--- config.mk ---
export PLATFORM = sky130hd
export DESIGN_NAME = muldiv_unit
export DESIGN_NICKNAME = d
export VERILOG_FILES = /design/src/rtl/muldiv_unit_pkg.sv /design/src/rtl/muldiv_unit_step.sv /design/src/rtl/muldiv_unit.sv
export SDC_FILE = /design/constraint.sdc
export NUM_CORES = 1
export LEC_CHECK = 0
export BUFFER_PORTS_ARGS = -buffer_cell sky130_fd_sc_hd__buf_2
export CORE_MARGIN = 2
export CORE_UTILIZATION = 35
export CTS_CLUSTER_DIAMETER = 30
export CTS_CLUSTER_SIZE = 16
export DETAILED_ROUTE_END_ITERATION = 12
export HOLD_SLACK_MARGIN = 0.02
export PLACE_DENSITY = 0.53
export SYNTH_ARGS = -nofsm -noshare
export SYNTH_HDL_FRONTEND = slang
export SYNTH_SLANG_ARGS = --single-unit
--- constraint.sdc ---
create_clock -name clk -period 18.85 [get_ports clk]
set_clock_uncertainty 0.05 [all_clocks]
set_input_delay 0.9425 -clock clk [delete_from_list [all_inputs] [get_ports clk]]
set_output_delay 0.9425 -clock clk [all_outputs]
set_load 0.05 [all_outputs]
--- src/rtl/muldiv_unit_pkg.sv ---
// Shared types for the multiply/divide unit: funct3 op encodings, FSM states
// and small op-classification helpers.
package muldiv_unit_pkg;

    typedef enum logic [2:0] {
        MULDIV_MUL    = 3'b000,
        MULDIV_MULH   = 3'b001,
        MULDIV_MULHSU = 3'b010,
        MULDIV_MULHU  = 3'b011,
        MULDIV_DIV    = 3'b100,
        MULDIV_DIVU   = 3'b101,
        MULDIV_REM    = 3'b110,
        MULDIV_REMU   = 3'b111
    } op_e;

    typedef enum logic [1:0] {
        MD_IDLE,
        MD_CALC,
        MD_FIX,
        MD_DONE
    } state_e;

    function automatic logic op_is_div(input op_e op);
        return op[2];
    endfunction

    function automatic logic op_a_signed(input op_e op);
        return (op == MULDIV_MUL) || (op == MULDIV_MULH) || (op == MULDIV_MULHSU) ||
               (op == MULDIV_DIV) || (op == MULDIV_REM);
    endfunction

    function automatic logic op_b_signed(input op_e op);
        return (op == MULDIV_MUL) || (op == MULDIV_MULH) ||
               (op == MULDIV_DIV) || (op == MULDIV_REM);
    endfunction

endpackage

--- src/rtl/muldiv_unit_step.sv ---
// One radix-2 iteration on a {hi,lo} accumulator: shift-add for multiply,
// restoring shift-subtract for divide. Purely combinational.
module muldiv_step #(
    parameter int XLEN = 32
) (
    input  logic [2*XLEN-1:0] i_acc,
    input  logic [XLEN-1:0]   i_operand,
    input  logic              i_div,
    output logic [2*XLEN-1:0] o_acc,
    output logic              o_q_bit
);

    logic [XLEN:0] w_sum;
    logic [XLEN:0] w_rem_sh;
    logic [XLEN:0] w_trial;
    logic          w_q;

    assign w_sum    = {1'b0, i_acc[2*XLEN-1:XLEN]} + (i_acc[0] ? {1'b0, i_operand} : '0);
    assign w_rem_sh = i_acc[2*XLEN-1:XLEN-1];
    assign w_trial  = w_rem_sh - {1'b0, i_operand};
    assign w_q      = ~w_trial[XLEN];

    // Quotient bit is returned separately and is 0 in multiply mode.
    always_comb begin
        o_q_bit = 1'b0;
        o_acc   = {w_sum, i_acc[XLEN-1:1]};
        if (i_div) begin
            o_q_bit = w_q;
            o_acc   = {(w_q ? w_trial[XLEN-1:0] : w_rem_sh[XLEN-1:0]), i_acc[XLEN-2:0], 1'b0};
        end
    end

endmodule

--- src/rtl/muldiv_unit.sv ---
// Multi-cycle RV32M/RV64M multiply/divide unit with valid/ready handshake.
// Optional MULDIV_FAST_MUL_EN: multiplies use a single-cycle '*' and skip CALC.
module muldiv_unit
    import muldiv_unit_pkg::*;
#(
    parameter int XLEN = 32
) (
    input  logic            clk,
    input  logic            rst,
    input  logic            flush,
    input  logic            in_valid,
    output logic            in_ready,
    input  logic [2:0]      op,
    input  logic [XLEN-1:0] a,
    input  logic [XLEN-1:0] b,
    output logic            out_valid,
    input  logic            out_ready,
    output logic [XLEN-1:0] result,
    output logic            busy
);

    localparam int CNT_W = $clog2(XLEN) + 1;
    localparam logic [XLEN-1:0] MIN_VAL = {1'b1, {(XLEN-1){1'b0}}};

    state_e              r_state, w_next;
    logic [CNT_W-1:0]    r_cnt;
    op_e                 r_op;
    logic                r_neg_res, r_neg_rem;
    logic [XLEN-1:0]     r_opnd;
    logic [2*XLEN-1:0]   r_acc;
    logic [XLEN-1:0]     r_result;

    op_e                 w_op;
    logic                w_a_neg, w_b_neg, w_div_zero, w_ovf, w_special, w_fast, w_accept;
    logic [XLEN-1:0]     w_a_mag, w_b_mag, w_special_res, w_fix_res;
    logic [2*XLEN-1:0]   w_step_acc, w_prod;
    logic                w_q_bit;

    assign w_op          = op_e'(op);
    assign w_a_neg       = op_a_signed(w_op) & a[XLEN-1];
    assign w_b_neg       = op_b_signed(w_op) & b[XLEN-1];
    assign w_a_mag       = w_a_neg ? -a : a;
    assign w_b_mag       = w_b_neg ? -b : b;
    assign w_div_zero    = op_is_div(w_op) && (b == '0);
    assign w_ovf         = ((w_op == MULDIV_DIV) || (w_op == MULDIV_REM)) && (a == MIN_VAL) && (b == '1);
    assign w_special     = w_div_zero || w_ovf;
    // op[1] separates the remainder flavours from the quotient flavours.
    assign w_special_res = w_div_zero ? (w_op[1] ? a : '1) : (w_op[1] ? '0 : MIN_VAL);
    assign w_accept      = in_valid && in_ready;
    assign result        = r_result;

`ifdef MULDIV_FAST_MUL_EN
    logic signed [XLEN:0]     w_fa, w_fb;
    logic signed [2*XLEN-1:0] w_fast_prod;
    assign w_fa        = {op_a_signed(w_op) & a[XLEN-1], a};
    assign w_fb        = {op_b_signed(w_op) & b[XLEN-1], b};
    assign w_fast_prod = $signed({{(XLEN-1){w_fa[XLEN]}}, w_fa}) * $signed({{(XLEN-1){w_fb[XLEN]}}, w_fb});
    assign w_fast      = !op_is_div(w_op);
`else
    assign w_fast      = 1'b0;
`endif

    muldiv_step #(.XLEN(XLEN)) u_step (
        .i_acc     (r_acc),
        .i_operand (r_opnd),
        .i_div     (op_is_div(r_op)),
        .o_acc     (w_step_acc),
        .o_q_bit   (w_q_bit)
    );

    always_ff @(posedge clk) begin
        if (rst) r_state <= MD_IDLE;
        else     r_state <= w_next;
    end

    always_comb begin
        w_next    = r_state;
        in_ready  = (r_state == MD_IDLE) && !rst;
        out_valid = (r_state == MD_DONE);
        busy      = (r_state != MD_IDLE);
        unique case (r_state)
            MD_IDLE: if (w_accept) w_next = w_special ? MD_DONE : (w_fast ? MD_FIX : MD_CALC);
            MD_CALC: if (r_cnt == '0) w_next = MD_FIX;
            MD_FIX:  w_next = MD_DONE;
            MD_DONE: if (out_ready) w_next = MD_IDLE;
            default: w_next = MD_IDLE;
        endcase
        if (flush) w_next = MD_IDLE;
    end

    always_comb begin
        w_prod    = r_neg_res ? -r_acc : r_acc;
        w_fix_res = '0;
        case (r_op)
            MULDIV_MUL:                              w_fix_res = w_prod[XLEN-1:0];
            MULDIV_MULH, MULDIV_MULHSU, MULDIV_MULHU: w_fix_res = w_prod[2*XLEN-1:XLEN];
            MULDIV_DIV, MULDIV_DIVU:                 w_fix_res = r_neg_res ? -r_acc[XLEN-1:0] : r_acc[XLEN-1:0];
            default:                                 w_fix_res = r_neg_rem ? -r_acc[2*XLEN-1:XLEN] : r_acc[2*XLEN-1:XLEN];
        endcase
    end

    // NOTE: only the counter and the visible result are reset; the operand and
    // accumulator registers are always rewritten on accept before being read.
    always_ff @(posedge clk) begin
        if (rst) begin
            r_cnt    <= '0;
            r_result <= '0;
        end else if (!flush) begin
            unique case (r_state)
                MD_IDLE: if (w_accept) begin
                    r_op      <= w_op;
                    r_cnt     <= CNT_W'(XLEN - 1);
                    r_neg_res <= w_a_neg ^ w_b_neg;
                    r_neg_rem <= w_a_neg;
                    if (op_is_div(w_op)) begin
                        r_opnd <= w_b_mag;
                        r_acc  <= {{XLEN{1'b0}}, w_a_mag};
                    end else begin
                        r_opnd <= w_a_mag;
                        r_acc  <= {{XLEN{1'b0}}, w_b_mag};
                    end
`ifdef MULDIV_FAST_MUL_EN
                    if (w_fast) begin
                        r_acc     <= w_fast_prod;
                        r_neg_res <= 1'b0;
                    end
`endif
                    if (w_special) r_result <= w_special_res;
                end
                MD_CALC: begin
                    r_acc <= w_step_acc | {{(2*XLEN-1){1'b0}}, w_q_bit};
                    if (r_cnt != '0) r_cnt <= r_cnt - 1'b1;
                end
                MD_FIX:  r_result <= w_fix_res;
                default: ;
            endcase
        end
    end

endmodule

======== Yosys cells after proc, flatten, opt, wreduce, memory -nomap -nowiden ========
Cells that the tools add are included.
storage, ports and cells
  flip-flop bits (word level) ............. 141
  word-level logic and storage cells ...... 101
  output and inout bits ................... 35
operators by class
  reduce and logical (&&, ||, !) cells .... 31
  equal/unequal tests ..................... 19
  $add $sub $neg .......................... 8
  mux-type cells .......................... 28
  bitwise gates (word level) .............. 7
operators with widths
  kind                    count
  $mux W32                13
  $mux W64                3
  $neg A32 Y32            4
  $pmux W64 S2            1
  $pmux W32 S3            1
  $eq A32 B32 Y1 const B  2
  $neg A64 Y64            1
  $or A64 B1 Y64          1
  $pmux W32 S2            1
  $add A32 B33 Y33        1
  $sub A33 B32 Y33        1
  $logic_not A32 Y1       1
  $reduce_and A4 Y1       4
  $eq A3 B3 Y1 const B    4
  $mux W6                 2
  $pmux W6 S2             1
  $eq A3 B2 Y1 const B    3
  $logic_or A1 B1 Y1      8
  $mux W2                 4
  $ne A2 B2 Y1 const B    4
  $pmux W2 S4             1
  $eq A3 B1 Y1 const B    2
  $logic_not A3 Y1        2
  $logic_not A6 Y1        1
  16 further kinds        27

======== Logic depth before layout (Yosys ltp) ========
Gate-level depths: netlist (run 1).
  depth after elaboration ................. 10
  depth in mapped cells ................... 14
  gate-level depth less buffers ........... 12

======== By module ========
Synthesis (run 1) repeated with hierarchy kept, for this count alone.
unflattened totals
  cells, all modules ...................... 1920
  area total of the unflattened synthesis .. 15204.6 um2
by module, submodules not included
  module       area each (um2)  cells an instance  times used
  muldiv_unit  10595.2          1260               1
  muldiv_step  4609.4           660                1

======== Worst setup path before layout (run 1) ========
OpenSTA, ideal clock, no wires.
  path kind ............................... reg-to-reg
  from .................................... register r_state[0]
  to ...................................... register r_acc[0] (enable)
  data arrival time ....................... 5998 ps
  path slack .............................. 12220 ps
  stages on the path, launching flop included .. 7
  required time ........................... 18218 ps
  setup time .............................. 582 ps
  path through ............................ dfxtp_1 -> inv_1 -> ha_1 -> clkbuf_1 -> inv_1 -> nand2_1 -> a211oi_1
on the way
  longest elaborated chain between the ends .. 5
  elaborated cells between the ends (all ways) .. 7
  those cells by class .................... eq/ne: 2; reduce/logical: 5
ends and longest elaborated chain
  what                                  RTL line                               text
  from (decl)                           muldiv_unit.sv:25                      state_e r_state, w_next;
  from (signal assigned)                muldiv_unit.sv:73                      else r_state <= w_next;
  $logic_not A2 Y1                      muldiv_unit.sv:78, muldiv_unit.sv:109
  $logic_and A1 B1 Y1                   muldiv_unit.sv:78                      in_ready = (r_state == MD_IDLE) && !rst;
  $logic_and A1 B1 Y1                   muldiv_unit.sv:49                      assign w_accept = in_valid && in_ready;
  $ne A2 B2 Y1 (no source line)         n/a
  $reduce_and A4 Y1 (no source line) *  n/a
  to (signal assigned)                  muldiv_unit.sv:117                     r_acc <= {{XLEN{1'b0}}, w_a_mag};
  to (signal assigned)                  muldiv_unit.sv:120                     r_acc <= {{XLEN{1'b0}}, w_b_mag};
  to (signal assigned)                  muldiv_unit.sv:131                     r_acc <= w_step_acc | {{(2*XLEN-1){1'b0}}, w_q_bit};
  to (decl)                             muldiv_unit.sv:30                      logic [2*XLEN-1:0] r_acc;
Every way passes the cells marked *; elsewhere a longest branch is shown, timed or not.
A chain may end at the register's enable or synchronous reset.

======== Worst setup path after layout (run 1) ========
  from .................................... register r_acc[0]
  to ...................................... register r_acc[61], data pin
on the way
  longest elaborated chain between the ends .. 5
ends and longest elaborated chain
  what              RTL line                text
  $mux W32          muldiv_unit_step.sv:18  assign w_sum = {1'b0, i_acc[2*XLEN-1:XLEN]} + (i_acc[0] ? {1'b0, i_operand} : '0);
  $add A32 B33 Y33  muldiv_unit_step.sv:18
  $mux W64          muldiv_unit_step.sv:27  if (i_div) begin
  $or A64 B1 Y64    muldiv_unit.sv:131
  $pmux W64 S2      muldiv_unit.sv:109      unique case (r_state)
No other way between the ends.

==> results of run 1 <==
-- kinds of logic after synthesis --
logic type	synth area share
compound gates	0.260
simple gates	0.186
flops	0.261
buf+inv	0.0507
fa+ha+maj	0.0674
mux	0.0567
xor+xnor	0.119
-- worst paths after layout --
kind                                   end  slack, ns  startpoint
worst max-delay path             r_acc[61]      13.93    r_acc[0]
worst max register to register   r_acc[61]      13.93    r_acc[0]
worst min register to register  result[31]       0.41  result[31]
worst min-delay path            result[31]       0.41  result[31]
-- layout make-up --
type / count / share of cell area
clock buffers: 18 / 0.0264
clock inverters: 14 / 0.0118
inverters: 79 / 0.0182
multi-input cells: 1520 / 0.626
flip-flops and latches: 141 / 0.236
well taps: 539 / 0.0415
repair buffers: 122 / 0.0400
-- metrics by stage --
| step | power (mW) | util | instances | hold slack, ns |
|---|---|---|---|---|
| global route | 1.01 | 0.390 | 2433 | 0.434 |
| floorplan | 0.527 | - | 1851 | 0.400 |
| global placement | 0.601 | 0.375 | 2401 | 0.398 |
| finish | 0.971 | 0.390 | 2433 | 0.405 |
| detailed placement | 0.603 | 0.375 | 2401 | 0.399 |
| CTS | 0.971 | 0.390 | 2433 | 0.408 |
-- power by group --
| part | internal, mW | total [mW] | switching, mW | leakage (nW) |
|---|---|---|---|---|
| clock | 0.222 | 0.370 | 0.148 | 0.296 |
| sequential | 0.348 | 0.365 | 0.0164 | 1.26 |
| combinational | 0.0865 | 0.236 | 0.149 | 4.75 |
-- metal layers --
layer | share of wire | vias to the layer above | track usage | wire [µm]
li1 | - | 6883 | - | -
met1 | 0.44 | 7039 | 0.339 | 24300
met2 | 0.47 | 556 | 0.410 | 25900
met3 | 0.071 | 72 | 0.0386 | 3920
met4 | 0.026 | 0 | 0.0744 | 1460
met5 | 0 | - | 0 | 0
-- synth_stat cells, drive strengths merged, types with 26 or more instances --
library cell / count / area share
a211oi: 30 / 0.016
a21o: 37 / 0.019
a21oi: 175 / 0.060
clkbuf: 88 / 0.023
dfxtp: 40 / 0.054
edfxtp: 101 / 0.21
ha: 76 / 0.065
inv: 77 / 0.020
mux2i: 81 / 0.055
nand2: 133 / 0.034
nand2b: 27 / 0.011
nand3: 35 / 0.012
nor2: 191 / 0.049
nor3: 35 / 0.012
o21ai: 154 / 0.052
o31ai: 26 / 0.014
xnor2: 111 / 0.066
xor2: 88 / 0.052
-- registers in the layout, summed over array words and instances (netlist names) --
register / count
r_acc: 64
r_opnd: 32
result: 32
r_cnt: 6
r_op: 3
r_state: 2
r_neg_rem: 1
r_neg_res: 1
-- worst register-to-register path, delay by kind of cell, from the launching register on --
kind / cells / cell delay (ns)
DFF: 1 / 0.43
xor gates and xnor gates: 1 / 0.18
buffers and inverters: 1 / 0.85
AOI/OAI and AO/OA: 7 / 2.03
adders and majority gates: 1 / 0.49
and+or+nand+nor: 2 / 0.66
==> results.json, run 1 <==
{
  "cts_buffers": 17,
  "grt_max_degree": 68,
  "ioPinCount": 107,
  "whs_path_depth": 2,
  "die_h_um": 209,
  "critPathKind": "register to register",
  "synth_edf_count": 101,
  "place_congestion": 0.965,
  "areaGrowthSynthToFinish_pct": 10.5,
  "clk_path_buf_depth": 2,
  "postCtsHoldBufs": 0,
  "cap_violations": 0,
  "place_area_um2": 15600,
  "drive_gt1_frac": 0.103,
  "yosysSeqAreaShare": 0.261,
  "ant_nets": 0,
  "dpl.hpwl_um": 42200,
  "period_needed_ns": 4.92,
  "max_freq_ghz": 0.203,
  "regArea_um2": 3830,
  "final_area_um2": 16300,
  "fin_ws_ns": 13.93,
  "wl_um": 55600,
  "tightest_slew_ns": 1.22,
  "core_area_um2": 41700,
  "hold_viol": 0,
  "drt_iter0_markers": 1477,
  "ys_types": 82,
  "r2r_cells": 12,
  "post_cts_buffers": 0,
  "die_w_um": 209,
  "cp_max_fo": 33,
  "required_ns": 18.99,
  "via_per_inst": 5.98,
  "grtUsageTotal": 0.250,
  "grt_overflow": 0,
  "startpoint_type": "register",
  "cp.depth": 12,
  "clockRootBuffer": "clkbuf_16",
  "io_buffers": 106,
  "multi_input_area_um2": 10200,
  "clock-sinks": 141,
  "cts_resized": 0,
  "final_net_count": 2031,
  "clock_latency_ns": 0.44,
  "leakage_nw": 6.30,
  "dieArea_um2": 43700,
  "hold_path.class": "register to register",
  "grt_pass1_vias": 13700,
  "syn_area_per_cell_um2": 7.94,
  "rows": 75,
  "start_util": 0.353,
  "final_common_cell": "nor2_1",
  "end_kind": "register",
  "ys_warn_count": 0,
  "post_drt_wl_per_cell_um": 22.8,
  "async_flop_share": 0,
  "fin_setup_tns_ns": 0,
  "crit_arrival_ns": 5.07,
  "firstDrtPassIters": 5,
  "synthFlopType": "edfxtp_1",
  "status": "completed",
  "path_cells": "inv_1 > nor2_1 > fa_1 > a21o_1 > a221oi_1 > a2111oi_0 > nor3_1 > a31oi_1 > o221ai_1 > o21ai_0 > xor2_1 > o221a_2",
  "synth_area_um2": 14700,
  "ir_worst_vdd_mv": 0.0652,
  "place_ws_ns": 14.04,
  "slew_headroom": 0.186,
  "rsz0062_at_grt": "no",
  "setup_viol": 0,
  "antenna_found_initial": 1,
  "syn-instance-count": 1851,
  "clk_pin_slew_ns": 0.07,
  "grt_pass1_wl_um": 84000,
  "power.density_nw_per_um2": 59.7,
  "final_cell_mix": "189 x nor2_1, 175 x a21oi_1, 153 x o21ai_0",
  "synth-seq-cells": 141,
  "path_delay_family": "compound AO/OA/AOI/OAI gates",
  "crit_buf_inv": 1,
  "drcViolationCount": 0,
  "diodes": 0,
  "fillerInstances": 4368,
  "cts_tree": "yes",
  "vias": 14600,
  "cp_slowest_cell": "inv_1",
  "mappedNetlistNets": 2001,
  "drv_slew": 0,
  "htreeDepth": 4,
  "period_share": 0.261,
  "critical_path.max_stage_delay_ns": 0.85
}
(Power assumes the default switching activity.)
==> run 2, diff against run 1 <==
--- a/config.mk
+++ b/config.mk
@@ -12,7 +12,7 @@
 export CTS_CLUSTER_SIZE = 16
 export DETAILED_ROUTE_END_ITERATION = 12
 export HOLD_SLACK_MARGIN = 0.02
-export PLACE_DENSITY = 0.53
+export PLACE_DENSITY = 0.55
 export SYNTH_ARGS = -nofsm -noshare
 export SYNTH_HDL_FRONTEND = slang
 export SYNTH_SLANG_ARGS = --single-unit
==> constraint.sdc (replaced) <==
create_clock -name clk -period 4 [get_ports clk]
set_clock_uncertainty 0.05 [all_clocks]
set_input_delay 0.2 -clock clk [delete_from_list [all_inputs] [get_ports clk]]
set_output_delay 0.2 -clock clk [all_outputs]
set_load 0.05 [all_outputs]
==> run 2 against run 1 <==
  * Final area is 2.7% higher
  * First-iteration DRC count is 24% higher
  * Sequential power grew to 4.6 times the previous value
  * Clock power grew to 4.5 times the previous value
  * Core utilization is 1.1 points higher
  * Highest routed layer unchanged
  * Critical endpoint unchanged
  * Sequential share of layout area is 0.63 points lower
  * Register-to-register slack worse by 14 ns
  * Setup slack worse by 14 ns
  * Wire length is 1.1% lower
  * Worst hold slack worse by 0.28 ns
==> results.json, run 2 (synthesized netlist as in run 1, its figures left out) <==
{
  "status": "completed",
  "power_mw": 4.50,
  "cp_max_fo": 24,
  "diodes": 0,
  "largest_register_ffs": 64,
  "cp_slowest_cell": "edfxtp_1",
  "fin_setup_tns_ns": 0,
  "ant_nets": 0,
  "critPathKind": "register to register",
  "htreeDepth": 4,
  "io_buffers": 106,
  "rsz0062_at_grt": "no",
  "final_area_um2": 16700,
  "hold_viol": 0,
  "final_cell_mix": "190 x nor2_1, 175 x a21oi_1, 153 x o21ai_0",
  "slew_headroom": 0.353,
  "dpl.hpwl_um": 43100,
  "ioPinCount": 107,
  "grt_pass1_vias": 13800,
  "path_cells": "clkinvlp_4 > buf_4 > nor2_1 > ha_1 > a21o_1 > a21o_1 > nor2_1 > o21ai_0 > a2111o_1 > o221ai_1 > o21ai_0 > xor2_1 > o221a_2",
  "power.density_nw_per_um2": 270,
  "grt_pass1_wl_um": 83500,
  "grt_overflow": 0,
  "drcViolationCount": 0,
  "drv_slew": 0,
  "tightest_slew_ns": 0.970,
  "max_freq_ghz": 0.263,
  "rr_startpoint": "r_acc[0]",
  "place_area_um2": 16100,
  "post_drt_wl_per_cell_um": 22.1,
  "period_share": 0.951,
  "setup_viol": 0,
  "crit_arrival_ns": 3.95,
  "worstHoldStart": "op[1]",
  "final_common_cell": "nor2_1",
  "ir_worst_vdd_mv": 0.298,
  "core_area_um2": 41700,
  "cts_buffers": 17,
  "leakage_nw": 6.58,
  "period_needed_ns": 3.80,
  "drt_iter0_markers": 1838,
  "rows": 75,
  "place_inst": 2455,
  "clk_pin_slew_ns": 0.07,
  "largest-register": "r_acc",
  "critPathLaunch": "r_acc[0]",
  "dieArea_um2": 43700,
  "clock-sinks": 141,
  "antenna_found_initial": 2,
  "wl_um": 55000,
  "end_kind": "register",
  "startpoint_type": "register",
  "start_util": 0.353,
  "areaGrowthSynthToFinish_pct": 13.5,
  "post_cts_buffers": 0,
  "cap_violations": 0,
  "vias": 14800,
  "critical_path.max_stage_delay_ns": 0.45,
  "place_congestion": 0.945,
  "die_h_um": 209,
  "clockRootBuffer": "clkbuf_16",
  "die_w_um": 209,
  "final_net_count": 2087,
  "fin_cells": 2489,
  "clk_path_buf_depth": 2,
  "grtUsageTotal": 0.248,
  "required_ns": 4.15,
  "hold_path.class": "input port to register",
  "via_per_inst": 5.93,
  "grt_max_degree": 72,
  "firstDrtPassIters": 6,
  "drive_gt1_frac": 0.130,
  "cts_tree": "yes",
  "clock_latency_ns": 0.45
}
## run 2: timing repair
item | CTS | global route
resized for setup | 1 | 5
hold buffers | 2 | 0
pin swaps | 0 | 0
endpoints found under the hold margin | 3 | 0
endpoints found under the setup margin | 1 | 10
## run 2: critical path, delay by kind of cell, from the launching register on
kind	cells	cell delay [ns]
xor gates and xnor gates	1	0.18
and+or+nand+nor	2	0.21
adders and majority gates	1	0.38
AOI/OAI and AO/OA	7	1.73
DFF	1	0.45
buffers and inverters	2	0.55
## run 2: stage by stage
| stage | hold slack (ns) | setup slack (ns) | util |
|---|---|---|---|
| final | 0.122 | 0.197 | 0.401 |
| after global routing | 0.0970 | 0.00637 | 0.401 |
| after CTS | 0.0927 | 0.0392 | 0.400 |
| after detailed placement | 0.418 | -0.0188 | 0.386 |
| after global placement | 0.415 | 0.0476 | 0.386 |
| after floorplan | 0.227 | 0.486 | - |
## run 2: final timing paths
path,to,slack (ns),depth (start not counted)
hold / removal,r_op[1],0.12,1
setup / recovery,r_acc[61],0.20,13
hold reg to reg,r_cnt[0],0.42,2
setup reg to reg,r_acc[61],0.20,13
## run 2: final cells by class
cell class / count / area [µm²]
clock buffers: 20 / 500
fillers: 4361 / 25000
multi-input cells: 1520 / 10200
well taps: 539 / 674
flip-flops and latches: 141 / 3830
repair buffers: 178 / 1100
clock inverters: 12 / 91.3
inverters: 79 / 300
## run 2: metal layers
metal,share of wire,track usage
met1,0.46,0.356
met2,0.44,0.385
met3,0.069,0.0355
met4,0.029,0.0759
met5,0,0
## run 2: power breakdown
part           total [mW]  internal (mW)  switching, mW  leakage, nW
Sequential           1.69           1.64         0.0525         1.26
Clock                1.65          0.918          0.728        0.298
Combinational        1.17          0.433          0.732         5.02
Total                4.50           2.99           1.51         6.58
